`src/rtl/pattern_generator.sv`:
```
// pattern_generator: data-background generator for memory BIST write/compare data.
// Backgrounds are selected by a strobe-driven index and may depend on the current address.
module pattern_generator #(
    parameter int DATA_W = 8,
    parameter int ADDR_W = 8
) (
    input  logic              clk,
    input  logic              rst,
    input  logic              sbmt_in,
    input  logic              shft_in,
    input  logic [ADDR_W-1:0] addr_in,
    output logic [DATA_W-1:0] ptrn_out
);
    localparam logic [DATA_W-1:0] ALT = {(DATA_W/2){2'b01}};
    logic [2:0]        bg_idx_q, bg_idx_d;
    logic              sbmt_q, shft_q;
    logic [DATA_W-1:0] ptrn_q, ptrn_d, addr_ext;
    logic              sbmt_rise, shft_rise;
    if (ADDR_W >= DATA_W) begin : g_trunc
        assign addr_ext = addr_in[DATA_W-1:0];
    end else begin : g_ext
        assign addr_ext = {{(DATA_W-ADDR_W){1'b0}}, addr_in};
    end
    always_comb begin
        sbmt_rise = sbmt_in & ~sbmt_q;
        shft_rise = shft_in & ~shft_q;
        // A high submit level freezes the index, masking any shift edges.
        bg_idx_d  = sbmt_rise ? 3'd0 :
                    sbmt_in   ? bg_idx_q :
                    shft_rise ? bg_idx_q + 3'd1 : bg_idx_q;
        ptrn_d    = '0;
        case (bg_idx_q)
            3'd0: ptrn_d = '0;
            3'd1: ptrn_d = '1;
            3'd2: ptrn_d = ALT;
            3'd3: ptrn_d = ~ALT;
            3'd4: ptrn_d = addr_in[0] ? ~ALT : ALT;
            3'd5: ptrn_d = addr_in[0] ? ALT : ~ALT;
            3'd6: ptrn_d = addr_ext;
            3'd7: ptrn_d = ~addr_ext;
            default: ptrn_d = '0;
        endcase
    end
    always_ff @(posedge clk or negedge rst) begin
        if (!rst) begin
            bg_idx_q <= 3'd0;
            sbmt_q   <= 1'b0;
            shft_q   <= 1'b0;
            ptrn_q   <= '0;
        end else begin
            bg_idx_q <= bg_idx_d;
            sbmt_q   <= sbmt_in;
            shft_q   <= shft_in;
            ptrn_q   <= ptrn_d;
        end
    end
    assign ptrn_out = ptrn_q;
endmodule

```
`config.mk`:
```
export PLATFORM = sky130hd
export DESIGN_NAME = pattern_generator
export DESIGN_NICKNAME = d
export VERILOG_FILES = /design/src/rtl/pattern_generator.sv
export SDC_FILE = /design/constraint.sdc
export NUM_CORES = 1
export LEC_CHECK = 0
export ABC_AREA = 1
export BUFFER_PORTS_ARGS = -buffer_cell sky130_fd_sc_hd__buf_2
export CAP_MARGIN = 0
export CORE_MARGIN = 4
export CORE_UTILIZATION = 48
export CTS_BUF_LIST = sky130_fd_sc_hd__clkbuf_8
export DETAILED_ROUTE_END_ITERATION = 10
export GPL_TIMING_DRIVEN = 0
export PLACE_DENSITY_LB_ADDON = 0.15
export SKIP_CTS_REPAIR_TIMING = 1
export SLEW_MARGIN = 20
export SYNTH_ARGS = -nofsm -noshare
export SYNTH_HDL_FRONTEND = slang
export SYNTH_SLANG_ARGS = --single-unit
```
`constraint.sdc`:
```
create_clock -name clk -period 1.17 [get_ports clk]
set_input_delay 0.0585 -clock clk [delete_from_list [all_inputs] [get_ports clk]]
set_output_delay 0.0585 -clock clk [all_outputs]
set_load 0.005 [all_outputs]
```
# Word-level counts from Yosys, hierarchy flattened
# Index checks and enable logic that the tools add are counted.
# Widths: inputs -> output; s select.
[word_totals]
ff_bits = 13
input_bits = 12
output_inout_bits = 8
wordCells = 27
[op_classes]
add_sub_neg = 1
eq_ne = 8
muxes = 6
n_bitwise = 5
n_reduce_logical = 3
[op_table]
columns = ["cell", "count"]
rows = [
  ["$pmux 8 s8", 1],
  ["$mux 8", 2],
  ["$eq 3x3->1 const B", 4],
  ["$mux 3", 3],
  ["$not 8->8", 1],
  ["$eq 3x2->1 const B", 2],
  ["$add 3x1->3 const B", 1],
  ["$eq 3x1->1 const B", 1],
  ["$logic_not 3->1", 1],
  ["$and 1x1->1", 2],
  ["$ne 2x1->1 const B", 1],
  ["$not 1->1", 2],
  ["$reduce_and 2->1", 1],
  ["$reduce_bool 2->1", 1],
]

# Depth between registers and ports, before layout
# Gate-level depths: netlist (run 1).
[logic_depth]
depth_word = 5
mapped_depth = 7
depth_no_buf = 6

# Least setup slack after synthesis (run 1)
# No wires, ideal clock.
[synth_timing]
kind = "reg-to-reg"
startpoint = "register bg_idx_q[0]"
endpoint = "register ptrn_q[0], in the netlist ptrn_out[0]"
setup_time_ps = 130
arrival_time_ps = 1105
required_time_ps = 1040
setup_slack_ps = -65
path_stages_with_launch = 8
n_path_buf = 1
synth_period_minus_slack_ps = 1235
cell_sequence = "dfrtp_1 > ha_1 > ha_1 > buf_2 > nand2_1 > nand2_1 > inv_1 > nand3_1"
[synth_between]
elab_chain_cells = 2
elab_cells_between_ends = 9
cone_classes = "7 x eq/ne; 1 x mux; 1 x reduce/logical"
[synth_rtl]
columns = ["element", "line_no", "rtl"]
rows = [
  ["from (decl)", "15", "logic [2:0] bg_idx_q, bg_idx_d;"],
  ["from (signal assigned)", "51", "bg_idx_q <= bg_idx_d;"],
  ["$eq 3x3->1 (tied with other cells)", "32", "case (bg_idx_q)"],
  ["$pmux 8 s8 *", "32", ""],
  ["named net ptrn_d[0]", "17", "logic [DATA_W-1:0] ptrn_q, ptrn_d, addr_ext;"],
  ["to (signal assigned)", "54", "ptrn_q <= ptrn_d;"],
  ["to (decl)", "17", ""],
]
# Mark *: on every way through the listed nets, which the timed path passes. The rest lies on a longest branch.
# A chain may end at the register's enable or synchronous reset.

# Worst setup path after layout (run 1)
[layout_timing]
startpoint = "register bg_idx_q[0]"
endpoint = "register ptrn_q[2], in the netlist ptrn_out[2]"
# Same word-level chain as after synthesis.

==> results of run 1 <==
[routing by layer]
metal | up-vias | share of wire | routed length [µm]
li1 | 355 | - | -
met1 | 334 | 0.39 | 672
met2 | 16 | 0.56 | 965
met3 | 4 | 0.044 | 76
met4 | 0 | 0.012 | 20
met5 | - | 0 | 0
[worst register-to-register path, cell delays in order, from the launching register on]
cell	delay, ps
dfrtp_2	440
inv_2	80
ha_4	170
buf_6	130
o21ai_4	210
nand3_1	90
[final timing paths]
kind                              from          end
setup / recovery           bg_idx_q[0]  ptrn_out[2]
hold / removal              addr_in[1]  ptrn_out[1]
setup reg to reg           bg_idx_q[0]  ptrn_out[2]
hold reg to reg                 shft_q  bg_idx_q[1]
max in group asynchronous          rst  bg_idx_q[0]
min in group asynchronous          rst  ptrn_out[3]
[cells in the mapped netlist]
library cell  instances
nand2_4               1
nand4_1               3
nand3_1              20
o21ai_2               1
buf_2                 2
a21oi_2               1
buf_6                 1
inv_1                23
dfrtp_1              13
nand2_1              23
nand2_2               4
ha_1                  6
[where the power goes]
part	leakage (nW)	switching (mW)	internal [mW]
clock network	0.0269	0.158	0.231
logic	0.424	0.167	0.154
registers	0.157	0.0330	0.515
total	0.607	0.358	0.901
[layout make-up]
class                   instances  area, µm²
plain buffers                   2       22.5
clock buffers                   3       41.3
clock inverters                 1       3.75
fillers                       109        415
inverters                      23       86.3
multi-input cells              59        444
flip-flops and latches         13        328
well taps                      16       20.0
repair buffers                 25        145
[layout by cell type, fill, tap and decap left out, drive strengths merged]
cell         netlist  routed
nand2             28      28
nand3             20      20
buf                3      24
o21ai              1       1
a21oi              1       1
ha                 6       6
nand4              3       3
clkbuf             0       3
dlygate4sd3        0       3
dfrtp             13      13
inv               23      24
[state kept, by name (all words and copies together) (netlist names)]
name	flops
ptrn_out	8
bg_idx_q	3
sbmt_q	1
shft_q	1
[cell families after synthesis]
logic type / after synthesis / synth area share
simple gates: 51 / 0.315
buf+inv: 26 / 0.140
flops: 13 / 0.424
fa+ha+maj: 6 / 0.0979
compound gates: 2 / 0.0228
[per-stage QoR]
step                      hold WS [ps]  setup WS [ps]  utilization
after floorplan                   -237          -3.57            -
after detailed placement         -40.4           -131        0.600
final                              141          -70.3        0.724
after CTS                         -301           -147        0.630
after global routing               168           -139        0.724
after global placement           -44.5           -117        0.600
==> out/metrics.cfg, run 1 <==
[placement]
port_buffers=19
dp_cells=133
place.gp.congestion=0.781
placed_area_um2=903
place.detailed.hpwl_um=1160

[critical_path]
cp_data_required_time_ps=1280
cp_cell_sequence=inv_2, ha_4, buf_6, o21ai_4, nand3_1
worstSetupStartpointType=flop
reg2reg_slack_ps=-70
cp_max_fo=5
critPathBufInv=2
crit_slowest_cell=dfrtp_2
cp_num_cells=5
worst_ep_arrival_time_ps=1350
endpoint_kind=flop
cp_slowest_stage_delay_ps=440
rr_worst_depth=5
cp_top_family=flip-flops
criticalPathCategory=flop to flop

[synthesis]
synthTopCellsByArea=dfrtp_1, nand3_1, inv_1
synth.avg_cell_area_um2=7.83
syn_nets=116
netlist_instances=98
yosysUniqueCellTypes=12
ys_warn_count=0
netlist_area_um2=767
ys_seq_elements=13
synth-seq-area-share=0.424
synth_largest_area_cell=dfrtp_1
yosysTopAreaCellShare=0.424

[sta]
finalClockSkew_ps=4.02
slew_violations=0
slew_headroom=0.806
hold_viol_final=0
timing.fmax_mhz=806
post-route-period-util=1.06
rsz0062_at_grt=true
setup_tns_ps=-460
finalSetupViolations=9
fin_ws_ps=-70.3
fin_crit_ps=1240
tightest_slew_ps=291

[pwr]
powerDensity_nw_per_um2=1150
leakage_nw=0.607
power.total_mw=1.26
ir_drop_mv=0.744

[min_path]
hp-class=primary input to flop
whs_path_depth=5

[cts]
cts_buffer_depth=2
cts_buffers=3
worstSkewPairLatency_ps=240
root_buffer=clkbuf_8
cts_tree=done
clk_pin_slew_ps=60
ctsHtreeMaxLevel=1
numClockSinks=13

[die]
fp.dieH_um=48.0
core_area_um2=1510
dieWidth_um=48.0
pin_count=20
design.die.area_um2=2300
start_util=0.509
rows=14

[global_routing]
met3_usage=0.0338
grt_use_total=0.147
met2_usage=0.285
grt-busiest-layer=met2
use_met1=0.139
gr-total-overflow=0
antenna_found_initial=0
first_global_vias=591
grt_max_degree=14
grt_pass1_wl_um=2280

[layout]
drive_gt1_frac=0.452
final_cells=142
final_area_um2=1090
antenna_cells=0
area_growth_pct=42.3
nets=145

[route]
dr_total_vias=709
drc_errors=0
ant_nets=0
drt_wl_total_um=1740
drtIter0Drc=16
vias_per_cell=4.99
wl_per_cell_um=12.2
drt_pre_antenna_iters=4

[status]
status=finished, violations left
failed_checks=negative setup slack

[run]
maxCapViolations=0

(Power assumes the default switching activity.)
==> inputs of run 2 (changes only) <==
--- a/config.mk
+++ b/config.mk
@@ -9,6 +9,5 @@
 export BUFFER_PORTS_ARGS = -buffer_cell sky130_fd_sc_hd__buf_2
 export CAP_MARGIN = 0
-export CORE_MARGIN = 4
-export CORE_UTILIZATION = 48
+export CORE_UTILIZATION = 35
 export CTS_BUF_LIST = sky130_fd_sc_hd__clkbuf_8
 export DETAILED_ROUTE_END_ITERATION = 10
==> constraint.sdc (replaced) <==
create_clock -name clk -period 1.17 [get_ports clk]
set_input_delay 0.234 -clock clk [delete_from_list [all_inputs] [get_ports clk]]
set_output_delay 0.234 -clock clk [all_outputs]
set_load 0.005 [all_outputs]
==> run 2 against run 1 <==
Net effect: the run still ends with negative setup slack left; maximum frequency is 2.4% higher; die area grew 3.5%; flip-flop and latch count unchanged; final area fell by 0.34%; critical path depth rose by 1; worst setup slack better by 29 ps; combinational power shrank 2%; clock power down 5%.
==> out/metrics.cfg, run 2 (same netlist as run 1, synthesis figures left out) <==
[status]
status=finished, violations left
failed_checks=negative setup slack

[global_routing]
use_met1=0.130
grt_use_total=0.127
grt-busiest-layer=met2
first_global_vias=579
antenna_found_initial=0
gr-total-overflow=0
met3_usage=0.0592
grt_pass1_wl_um=2280
grt_max_degree=14
met2_usage=0.238

[die]
start_util=0.383
design.die.area_um2=2380
rows=16
core_area_um2=2000
fp.dieH_um=48.8
pin_count=20
dieWidth_um=48.8

[route]
drc_errors=0
ant_nets=0
drt_pre_antenna_iters=4
vias_per_cell=4.49
wl_per_cell_um=10.1
drt_wl_total_um=1540
drtIter0Drc=3
dr_total_vias=682

[layout]
multi_input_area_um2=432
area_growth_pct=41.8
nets=144
seq_area_um2=329
largest_reg_flops=8
layout_commonest_cell=nand2_1
antenna_cells=0
drive_gt1_frac=0.432
final_cell_mix=nand2_1, inv_1, buf_2, nand3_1, dfrtp_1
num-fill-cells=203

[sta]
setup_tns_ps=-215
tightest_slew_ps=297
post-route-period-util=1.04
slew_headroom=0.802
rsz0062_at_grt=true
finalClockSkew_ps=2.45
slew_violations=0
fin_crit_ps=1210
timing.fmax_mhz=825
finalSetupViolations=8
fin_ws_ps=-41.6
hold_viol_final=0

[critical_path]
critPathBufInv=1
cp_max_fo=8
reg2reg_slack_ps=-40
worst_ep_arrival_time_ps=1320
endpoint_kind=flop
cp_cell_sequence=ha_4, ha_4, nand2_1, nand2_1, inv_1, nand3_2
startpoint=bg_idx_q[1]
r2r_end=ptrn_out[6]
rr_worst_depth=6
cp_slowest_stage_delay_ps=460
cp_top_family=flip-flops
reg2reg_from=bg_idx_q[1]
worstSetupStartpointType=flop
criticalPathCategory=flop to flop
crit_slowest_cell=dfrtp_2
cp_data_required_time_ps=1280

[pwr]
power.total_mw=1.23
leakage_nw=0.595
ir_drop_mv=0.859
powerDensity_nw_per_um2=1130

[cts]
numClockSinks=13
cts_tree=done
cts_buffers=3
clk_pin_slew_ps=50
ctsHtreeMaxLevel=1
root_buffer=clkbuf_8
cts_buffer_depth=2
worstSkewPairLatency_ps=240

[run]
maxCapViolations=0

[min_path]
hp-class=primary input to flop
whs_path_depth=1
whs_endpoint=sbmt_q
worstHoldStart=sbmt_in

[placement]
dpl_worst_slack_ps=-150
place.detailed.hpwl_um=1080
port_buffers=19
place.gp.congestion=0.722

[run 2: changes by cell type in the layout (fill, tap and decap cells not counted), sizes merged]
cell         before  now
inv              24   23
clkinvlp          0    1
buf              24   25
dlygate4sd3       3    1
[run 2: worst max-delay path by stage]
stage / depth (start not counted) / end
finish: 6 / ptrn_out[6]
global route: 6 / ptrn_out[0]
CTS: 5 / ptrn_out[2]
detailed placement: 5 / ptrn_out[0]
global placement: 5 / ptrn_out[0]
floorplan: 7 / ptrn_out[0]
[run 2: routing by layer]
metal  part of all wire  routed length [µm]  vias to the layer above
met2               0.52                 798                       15
met5                  0                   0                        -
met1               0.43                 664                      314
met3              0.049                  76                        0
met4                  0                   0                        0
li1                   -                   -                      353
[run 2: power by group]
part / total [mW] / switching, mW / internal (mW)
Clock: 0.370 / 0.140 / 0.230
Combinational: 0.313 / 0.164 / 0.149
Sequential: 0.547 / 0.0312 / 0.516
Total: 1.23 / 0.335 / 0.895
[run 2: final cells by class]
cell class	instances	area share
Buffer	2	0.0207
Clock buffer	3	0.0380
Clock inverter	1	0.00345
Inverter	23	0.0852
Multi-Input combinational cell	59	0.397
Sequential cell	13	0.303
Tap cell	27	0.0311
Timing Repair Buffer	24	0.122
[run 2: stage by stage]
step	hold WS, ps	area [µm²]	util	instances
6_report	128	1090	0.543	152
5_1_grt	124	1090	0.543	152
3_3_place_gp	137	917	0.458	144
2_1_floorplan	-61.6	788	-	98
4_1_cts	-120	962	0.481	148
3_5_place_dp	138	917	0.458	144
==> inputs of run 3 (changes only) <==
PLACE_DENSITY_LB_ADDON = not set   (was 0.15)
==> run 3 against run 2 <==
Net effect: the flow still finishes with violations (negative setup slack); core utilization decreased by 1.5 points; routed wire length decreased by 3.9%; clock-buffer cell count unchanged; clock skew increased by 5.6 ps; maximum frequency decreased by 0.22%; critical path type unchanged; critical path depth decreased by 2; sequential share of layout area increased by 0.86 points; largest power group unchanged.
==> out/metrics.cfg, run 3 (same netlist as run 1, synthesis figures left out) <==
[status]
status=finished, violations left
failed_checks=negative setup slack

[pwr]
leakage_nw=0.570
power.total_mw=1.24
ir_drop_mv=0.851
powerDensity_nw_per_um2=1170

[global_routing]
first_global_vias=600
use_met1=0.156
grt_pass1_wl_um=2470
grt_use_total=0.138
grt_max_degree=14
met2_usage=0.236
grt-busiest-layer=met2
antenna_found_initial=0
met3_usage=0.0561
gr-total-overflow=0

[layout]
final_cell_mix=inv_1, nand2_1, buf_2, nand3_1, dfrtp_1
antenna_cells=0
area_growth_pct=37.8
num-fill-cells=197
final_area_um2=1060
drive_gt1_frac=0.393
final_cells=149
layout_commonest_cell=inv_1
nets=141
fin_util=0.528
largest_reg_flops=8

[sta]
rsz0062_at_grt=true
tightest_slew_ps=296
setup_tns_ps=-304
timing.hold.ws_ps=116
post-route-period-util=1.04
finalClockSkew_ps=8.08
fin_crit_ps=1210
slew_headroom=0.803
finalSetupViolations=9
fin_ws_ps=-44.3
slew_violations=0
hold_viol_final=0
timing.fmax_mhz=824

[run]
maxCapViolations=0

[route]
ant_nets=0
drtIter0Drc=1
wl_per_cell_um=9.93
drt_pre_antenna_iters=2
dr_total_vias=667
vias_per_cell=4.48
drc_errors=0
drt_wl_total_um=1480

[cts]
cts_buffers=3
worstSkewPairLatency_ps=250
ctsHtreeMaxLevel=1
cts_buffer_depth=2
root_buffer=clkbuf_8
clk_pin_slew_ps=60
cts_tree=done
numClockSinks=13

[placement]
place.gp.congestion=0.719
dp_cells=144
placed_area_um2=917
port_buffers=19
place.detailed.hpwl_um=1070
dpl_worst_slack_ps=-135

[die]
rows=16
fp.dieH_um=48.8
pin_count=20
design.die.area_um2=2380
core_area_um2=2000
start_util=0.383
dieWidth_um=48.8

[min_path]
hp-class=primary input to flop
whs_endpoint=sbmt_q
whs_path_depth=1
worstHoldStart=sbmt_in

[critical_path]
endpoint_kind=flop
crit_slowest_cell=dfrtp_2
cp_slowest_stage_delay_ps=460
rr_worst_depth=4
worstSetupStartpointType=flop
cp_top_family=flip-flops
reg2reg_slack_ps=-40
criticalPathCategory=flop to flop
critPathBufInv=0
r2r_end=ptrn_out[7]
worst_ep_arrival_time_ps=1330
cp_max_fo=4
reg2reg_from=bg_idx_q[0]
cp_data_required_time_ps=1290
cp_cell_sequence=ha_4, ha_2, a21oi_4, nand3_1

[run 3: cell types whose count changed in the layout (fill, tap and decap cells not counted), sizes merged]
cell / delta
clkinvlp: -1
buf: -3
inv: +1
[run 3: worst max path at each step]
stage                     start           to  cells past startpoint
global placement    bg_idx_q[0]  ptrn_out[4]                      5
detailed placement  bg_idx_q[0]  ptrn_out[0]                      5
floorplan           bg_idx_q[1]  ptrn_out[0]                      7
CTS                 bg_idx_q[0]  ptrn_out[0]                      5
global route        bg_idx_q[0]  ptrn_out[6]                      7
finish              bg_idx_q[0]  ptrn_out[7]                      4
[run 3: metal layers]
metal  vias to the layer above  part of all wire
li1                        346                 -
met1                       300              0.42
met2                        16              0.52
met3                         5             0.043
met4                         0             0.019
met5                         -                 0
[run 3: layout make-up]
type	instances	area [µm²]	area share
well taps	27	33.8	0.0320
repair buffers	21	113	0.107
clock inverters	1	3.75	0.00355
plain buffers	2	26.3	0.0249
multi-input cells	59	424	0.401
inverters	23	86.3	0.0817
clock buffers	3	41.3	0.0391
flip-flops and latches	13	329	0.311
[run 3: where the power goes]
| group | switching, mW | internal [mW] | total, mW |
|---|---|---|---|
| logic | 0.152 | 0.141 | 0.293 |
| clock network | 0.163 | 0.232 | 0.395 |
| registers | 0.0328 | 0.516 | 0.548 |
